$ cat src/rtl/fpu_round_sched.sv
// Round-robin front end for one shared rounding unit: arbitrates the requesters, registers the
// winning operand as the rounding-unit input and registers the rounded result with its requester id.
module fpu_round_sched #(
   parameter int EXPONENT_WIDTH    = 11,
   parameter int SIGNIFICAND_WIDTH = 52,
   parameter int NUM_REQ           = 2,
   parameter int ID_W              = $clog2(NUM_REQ)
) (
   input  logic                                       clk,
   input  logic                                       rst_n,
   input  logic                                       cfg_rm_wr,
   input  logic [1:0]                                 cfg_rm,
   output logic [1:0]                                 rm_q,
   input  logic [NUM_REQ-1:0]                         req_valid,
   output logic [NUM_REQ-1:0]                         req_ready,
   input  logic [NUM_REQ-1:0]                         req_sign,
   input  logic [NUM_REQ*EXPONENT_WIDTH-1:0]          req_exponent,
   input  logic [NUM_REQ*(SIGNIFICAND_WIDTH+1)-1:0]   req_significand,
   input  logic [NUM_REQ*3-1:0]                       req_grs,
   output logic                                       rnd_sign,
   output logic [EXPONENT_WIDTH-1:0]                  rnd_exponent,
   output logic [SIGNIFICAND_WIDTH:0]                 rnd_significand,
   output logic                                       rnd_guard,
   output logic                                       rnd_round,
   output logic                                       rnd_sticky,
   output logic [1:0]                                 rnd_mode,
   input  logic                                       rnd_out_sign,
   input  logic [EXPONENT_WIDTH-1:0]                  rnd_out_exponent,
   input  logic [SIGNIFICAND_WIDTH:0]                 rnd_out_significand,
   output logic                                       res_valid,
   input  logic                                       res_ready,
   output logic                                       res_sign,
   output logic [EXPONENT_WIDTH-1:0]                  res_exponent,
   output logic [SIGNIFICAND_WIDTH:0]                 res_significand,
   output logic [ID_W-1:0]                            res_id,
   output logic                                       busy
);

   localparam int EW = EXPONENT_WIDTH;
   localparam int SW = SIGNIFICAND_WIDTH + 1;

   logic            s1Valid_q, s1Valid_d;
   logic            s1Sign_q, s1Sign_d;
   logic [EW-1:0]   s1Exp_q, s1Exp_d;
   logic [SW-1:0]   s1Sig_q, s1Sig_d;
   logic [2:0]      s1Grs_q, s1Grs_d;
   logic [ID_W-1:0] s1Id_q, s1Id_d;
   logic [1:0]      s1Rm_q, s1Rm_d;

   logic            resValid_q, resValid_d;
   logic            resSign_q, resSign_d;
   logic [EW-1:0]   resExp_q, resExp_d;
   logic [SW-1:0]   resSig_q, resSig_d;
   logic [ID_W-1:0] resId_q, resId_d;

   logic [1:0]      rmMode_q, rmMode_d;
   logic [ID_W-1:0] rrPtr_q, rrPtr_d;

   logic            adv2, canIssue, transfer, grantFound;
   logic [ID_W-1:0] grantId, scanIdx;
   logic            selSign;
   logic [EW-1:0]   selExp;
   logic [SW-1:0]   selSig;
   logic [2:0]      selGrs;

   assign adv2     = s1Valid_q && (!resValid_q || res_ready);
   assign canIssue = !s1Valid_q || adv2;
   assign transfer = grantFound && canIssue && rst_n;

   // Scan from the round-robin pointer upward with wrap; first valid requester wins.
   always_comb begin
      grantFound = 1'b0;
      grantId    = '0;
      scanIdx    = '0;
      for (int k = 0; k < NUM_REQ; k++) begin
         scanIdx = ID_W'((int'(rrPtr_q) + k) % NUM_REQ);
         if (!grantFound && req_valid[scanIdx]) begin
            grantFound = 1'b1;
            grantId    = scanIdx;
         end
      end
   end

   always_comb begin
      req_ready = '0;
      if (transfer) begin
         req_ready[grantId] = 1'b1;
      end
   end

   assign selSign = req_sign[grantId];
   assign selExp  = req_exponent[grantId*EW +: EW];
   assign selSig  = req_significand[grantId*SW +: SW];
   assign selGrs  = req_grs[grantId*3 +: 3];

   // The mode copied into the issue register is the pre-write value, so a same-cycle write
   // only affects later operands.
   always_comb begin
      rmMode_d   = cfg_rm_wr ? cfg_rm : rmMode_q;
      rrPtr_d    = rrPtr_q;
      s1Valid_d  = s1Valid_q;
      s1Sign_d   = s1Sign_q;
      s1Exp_d    = s1Exp_q;
      s1Sig_d    = s1Sig_q;
      s1Grs_d    = s1Grs_q;
      s1Id_d     = s1Id_q;
      s1Rm_d     = s1Rm_q;
      resValid_d = resValid_q;
      resSign_d  = resSign_q;
      resExp_d   = resExp_q;
      resSig_d   = resSig_q;
      resId_d    = resId_q;
      if (transfer) begin
         rrPtr_d   = (grantId == ID_W'(NUM_REQ - 1)) ? '0 : grantId + 1'b1;
         s1Valid_d = 1'b1;
         s1Sign_d  = selSign;
         s1Exp_d   = selExp;
         s1Sig_d   = selSig;
         s1Grs_d   = selGrs;
         s1Id_d    = grantId;
         s1Rm_d    = rmMode_q;
      end else if (adv2) begin
         s1Valid_d = 1'b0;
      end
      if (adv2) begin
         resValid_d = 1'b1;
         resSign_d  = rnd_out_sign;
         resExp_d   = rnd_out_exponent;
         resSig_d   = rnd_out_significand;
         resId_d    = s1Id_q;
      end else if (res_ready) begin
         resValid_d = 1'b0;
      end
   end

   always_ff @(posedge clk or negedge rst_n) begin
      if (!rst_n) begin
         rmMode_q   <= '0;
         rrPtr_q    <= '0;
         s1Valid_q  <= 1'b0;
         s1Sign_q   <= 1'b0;
         s1Exp_q    <= '0;
         s1Sig_q    <= '0;
         s1Grs_q    <= '0;
         s1Id_q     <= '0;
         s1Rm_q     <= '0;
         resValid_q <= 1'b0;
         resSign_q  <= 1'b0;
         resExp_q   <= '0;
         resSig_q   <= '0;
         resId_q    <= '0;
      end else begin
         rmMode_q   <= rmMode_d;
         rrPtr_q    <= rrPtr_d;
         s1Valid_q  <= s1Valid_d;
         s1Sign_q   <= s1Sign_d;
         s1Exp_q    <= s1Exp_d;
         s1Sig_q    <= s1Sig_d;
         s1Grs_q    <= s1Grs_d;
         s1Id_q     <= s1Id_d;
         s1Rm_q     <= s1Rm_d;
         resValid_q <= resValid_d;
         resSign_q  <= resSign_d;
         resExp_q   <= resExp_d;
         resSig_q   <= resSig_d;
         resId_q    <= resId_d;
      end
   end

   assign rm_q            = rmMode_q;
   assign rnd_sign        = s1Sign_q;
   assign rnd_exponent    = s1Exp_q;
   assign rnd_significand = s1Sig_q;
   assign rnd_guard       = s1Grs_q[2];
   assign rnd_round       = s1Grs_q[1];
   assign rnd_sticky      = s1Grs_q[0];
   assign rnd_mode        = s1Rm_q;
   assign res_valid       = resValid_q;
   assign res_sign        = resSign_q;
   assign res_exponent    = resExp_q;
   assign res_significand = resSig_q;
   assign res_id          = resId_q;
   assign busy            = s1Valid_q | resValid_q;

endmodule

$ cat config.mk
export PLATFORM = sky130hd
export DESIGN_NAME = fpu_round_sched
export DESIGN_NICKNAME = d
export VERILOG_FILES = /design/src/rtl/fpu_round_sched.sv
export SDC_FILE = /design/constraint.sdc
export NUM_CORES = 1
export LEC_CHECK = 0
export ABC_AREA = 1
export CAP_MARGIN = 30
export CORE_MARGIN = 2
export CORE_UTILIZATION = 30
export DETAILED_ROUTE_END_ITERATION = 16
export PLACE_DENSITY = 0.63
export SLEW_MARGIN = 20
export SYNTH_ARGS = -nofsm -noshare
export SYNTH_HDL_FRONTEND = slang
export SYNTH_SLANG_ARGS = --single-unit
$ cat constraint.sdc
create_clock -name clk -period 3.1 [get_ports clk]
set_input_delay 0.31 -clock clk [delete_from_list [all_inputs] [get_ports clk]]
set_output_delay 0.31 -clock clk [all_outputs]
set_load 0.01 [all_outputs]
==> results.txt <==
P_sw: 2040 µW
Starting Density: 30.7%
first-pass GRT wire length: 33.5 mm
Seq/Total Area, Yosys: 54.7%
fin. max-slew vios: 0
Period Utilization, post-route: 79.7%
# setup viols final: 0
vias in the first global route: 6,162
crit path launch type: register
Inst Count DP: 1,417
critical path type: register to output pin
routed len/inst: 15.3 µm
r2r worst-path depth: 6
Tmin final: 2.47 ns
Die Width: 151 µm
Die H: 151 µm
area grow syn2layout: 65.4%
Longest Clk Path Bufs: 2
TritonCTS clock tree: built
crit path from: s1Valid_q
Slowest-stage cell, CP: buf_4
placer congestion estimate: 0.795
post-cts sizing count: 0
status: finished, final reports clean
Reg clk slew, reported paths: 0.06 ns
HP Class: input port to register
Ys Warns: 0
Critical Path RT: 2.79 ns
clock power share: 31.9%
fin nets: 1,372
H-tree level count: 4
commonest cells after routing, fill and taps aside: nand2_1, clkdlybuf4s50_1, dfrtp_1, nand3_1, clkbuf_16
Mapped Cells: 838
Routed WL: 22.2 mm
PD cells: 602 nW/µm²
Worst-Margin Slew: 0.813 ns
grt ovf: 0
initial DRC count: 296
largest delay contributor family on the critical path: buffers and inverters
critical path data arrival time: 2.16 ns
port bufs: 350
Clk Latency, worst-skew pair: 0.42 ns
Max Cap Viol: 0
Yosys reg bits: 142
total track usage: 19.2%
unrepaired setup endpoints after global routing: false
Detailed Place HPWL: 15.5 mm
fin cells: 1,453
Critical Path Fanout Max: 68
area of the multi-input gates: 2610 µm²
Num CTS Buffers: 17
worst clock skew: 0.00610 ns
core area: 21,200 µm²
Critical R2R Launch: res_valid
Pre-antenna DRT Iters: 4
commonest non-fill, non-tap cell in the layout: nand2_1
Stages on worst setup path: 3
max incr delay on CP: 0.58 ns
highest achievable clock rate: 405 MHz
cells along the critical path: buf_4, or2_2, clkdlybuf4s50_1
Mapped Nets: 1,047
P_leak: 0.00532 µW
setup TNS: 0 ns
largest net degree at the start of global routing: 73
hold path cells: 3
total power: 6470 µW
Final Hold Viols: 0
Int Pwr: 4430 µW
clock sink count: 142
Crit. End Element: output pin
layout cells sized above 1: 5.10%
filler cell count: 2,051
Worst slew margin: 45.8%
final core occ: 50.8%
sequential cell area: 3550 µm²
Syn Area/Cell: 7.75 µm²
synth unique cells: 16
Comb pwr share: 30.8%
initial antenna violation count: 1
synthesized area: 6490 µm²
drt drc: 0
Worst VDD drop: 0.298 mV
switching share of power: 31.5%
min-delay src: req_valid[1]
via count: 6,560
Vias/cell: 4.51
sequential share of power: 37.4%
number of I/O pins: 351
Buf+Inv Stages, Crit Path: 2
area of the die: 22,800 µm²
CTS root buf: clkbuf_16
Row Count: 53
Detail Route Antenna Nets: 0
Hold Slack: 0.236 ns
## final timing paths
check                                            to  slack (ns)
worst max-delay path                           busy        0.63
worst min-delay path                      s1Valid_q        0.24
worst min register to register  res_significand[14]        0.47
max in group asynchronous        rnd_significand[3]        1.76
min in group asynchronous       res_significand[18]        0.30
worst max register to register           s1Grs_q[0]        1.28
## flip-flops by register name, indices dropped and copies added (netlist names), 2 cells and up
signal / flops
res_significand: 53
rnd_significand: 53
res_exponent: 11
rnd_exponent: 11
s1Grs_q: 3
rm_q: 2
rnd_mode: 2
## worst min-delay path, cell delays in order
cell and delay (ns):
buf_2 0.14, o21ai_4 0.10, nand2_1 0.07
## Yosys cell counts (all sizes together)
library cell    n  area share (%)
buf            44             4.1
inv             7            0.40
nor2            1            0.31
mux2            2            0.35
nand3         135              10
nand2         491              29
dfrtp         142              55
or2             1           0.096
o21ai           1            0.25
clkbuf         14            0.81
## power by group through the flow
stage | sequential [µW] | clock, µW | combinational [µW]
after floorplan | 2610 | 0 | 615
after global placement | 2430 | 0 | 2010
after detailed placement | 2440 | 0 | 2020
after CTS | 2420 | 2120 | 2030
after global routing | 2460 | 2210 | 2180
final | 2420 | 2060 | 1990
## metal layers
layer  global-route usage (%)  wire [µm]  vias up  share of wire (%)
met4                     7.43        495        0                2.2
met2                     31.2      10500      250                 47
met5                        0          0        -                  0
met3                     6.51       2030       31                9.1
met1                     23.5       9250     3008                 42
li1                         -          -     3271                  -
## kinds of logic after synthesis
kind of cell,share of synthesized area [%]
mux,0.347
compound gates,0.251
simple gates,39.4
buf+inv,5.28
flops,54.7
## through the flow
step	worst slack [ns]	area (µm²)
after floorplan	1.82	6490
after global placement	0.768	10100
after detailed placement	0.780	10100
after CTS	0.623	10700
after global routing	0.509	10700
final	0.630	10700
## area by class of cell
| cell class | instances | share of cell area, % |
|---|---|---|
| timing repair buffer | 364 | 33.7 |
| antenna | 2 | 0.0466 |
| tap | 275 | 3.20 |
| clock inverter | 15 | 1.51 |
| inverter | 7 | 0.245 |
| clock buffer | 17 | 3.96 |
| multi-input combinational | 631 | 24.3 |
| sequential | 142 | 33.1 |
## timing repair
item	in CTS	in global routing
hold buffers	1	0
hold endpoints to repair	15	0
setup buffers	0	0
No activity file was read; power rests on OpenSTA's default activity.
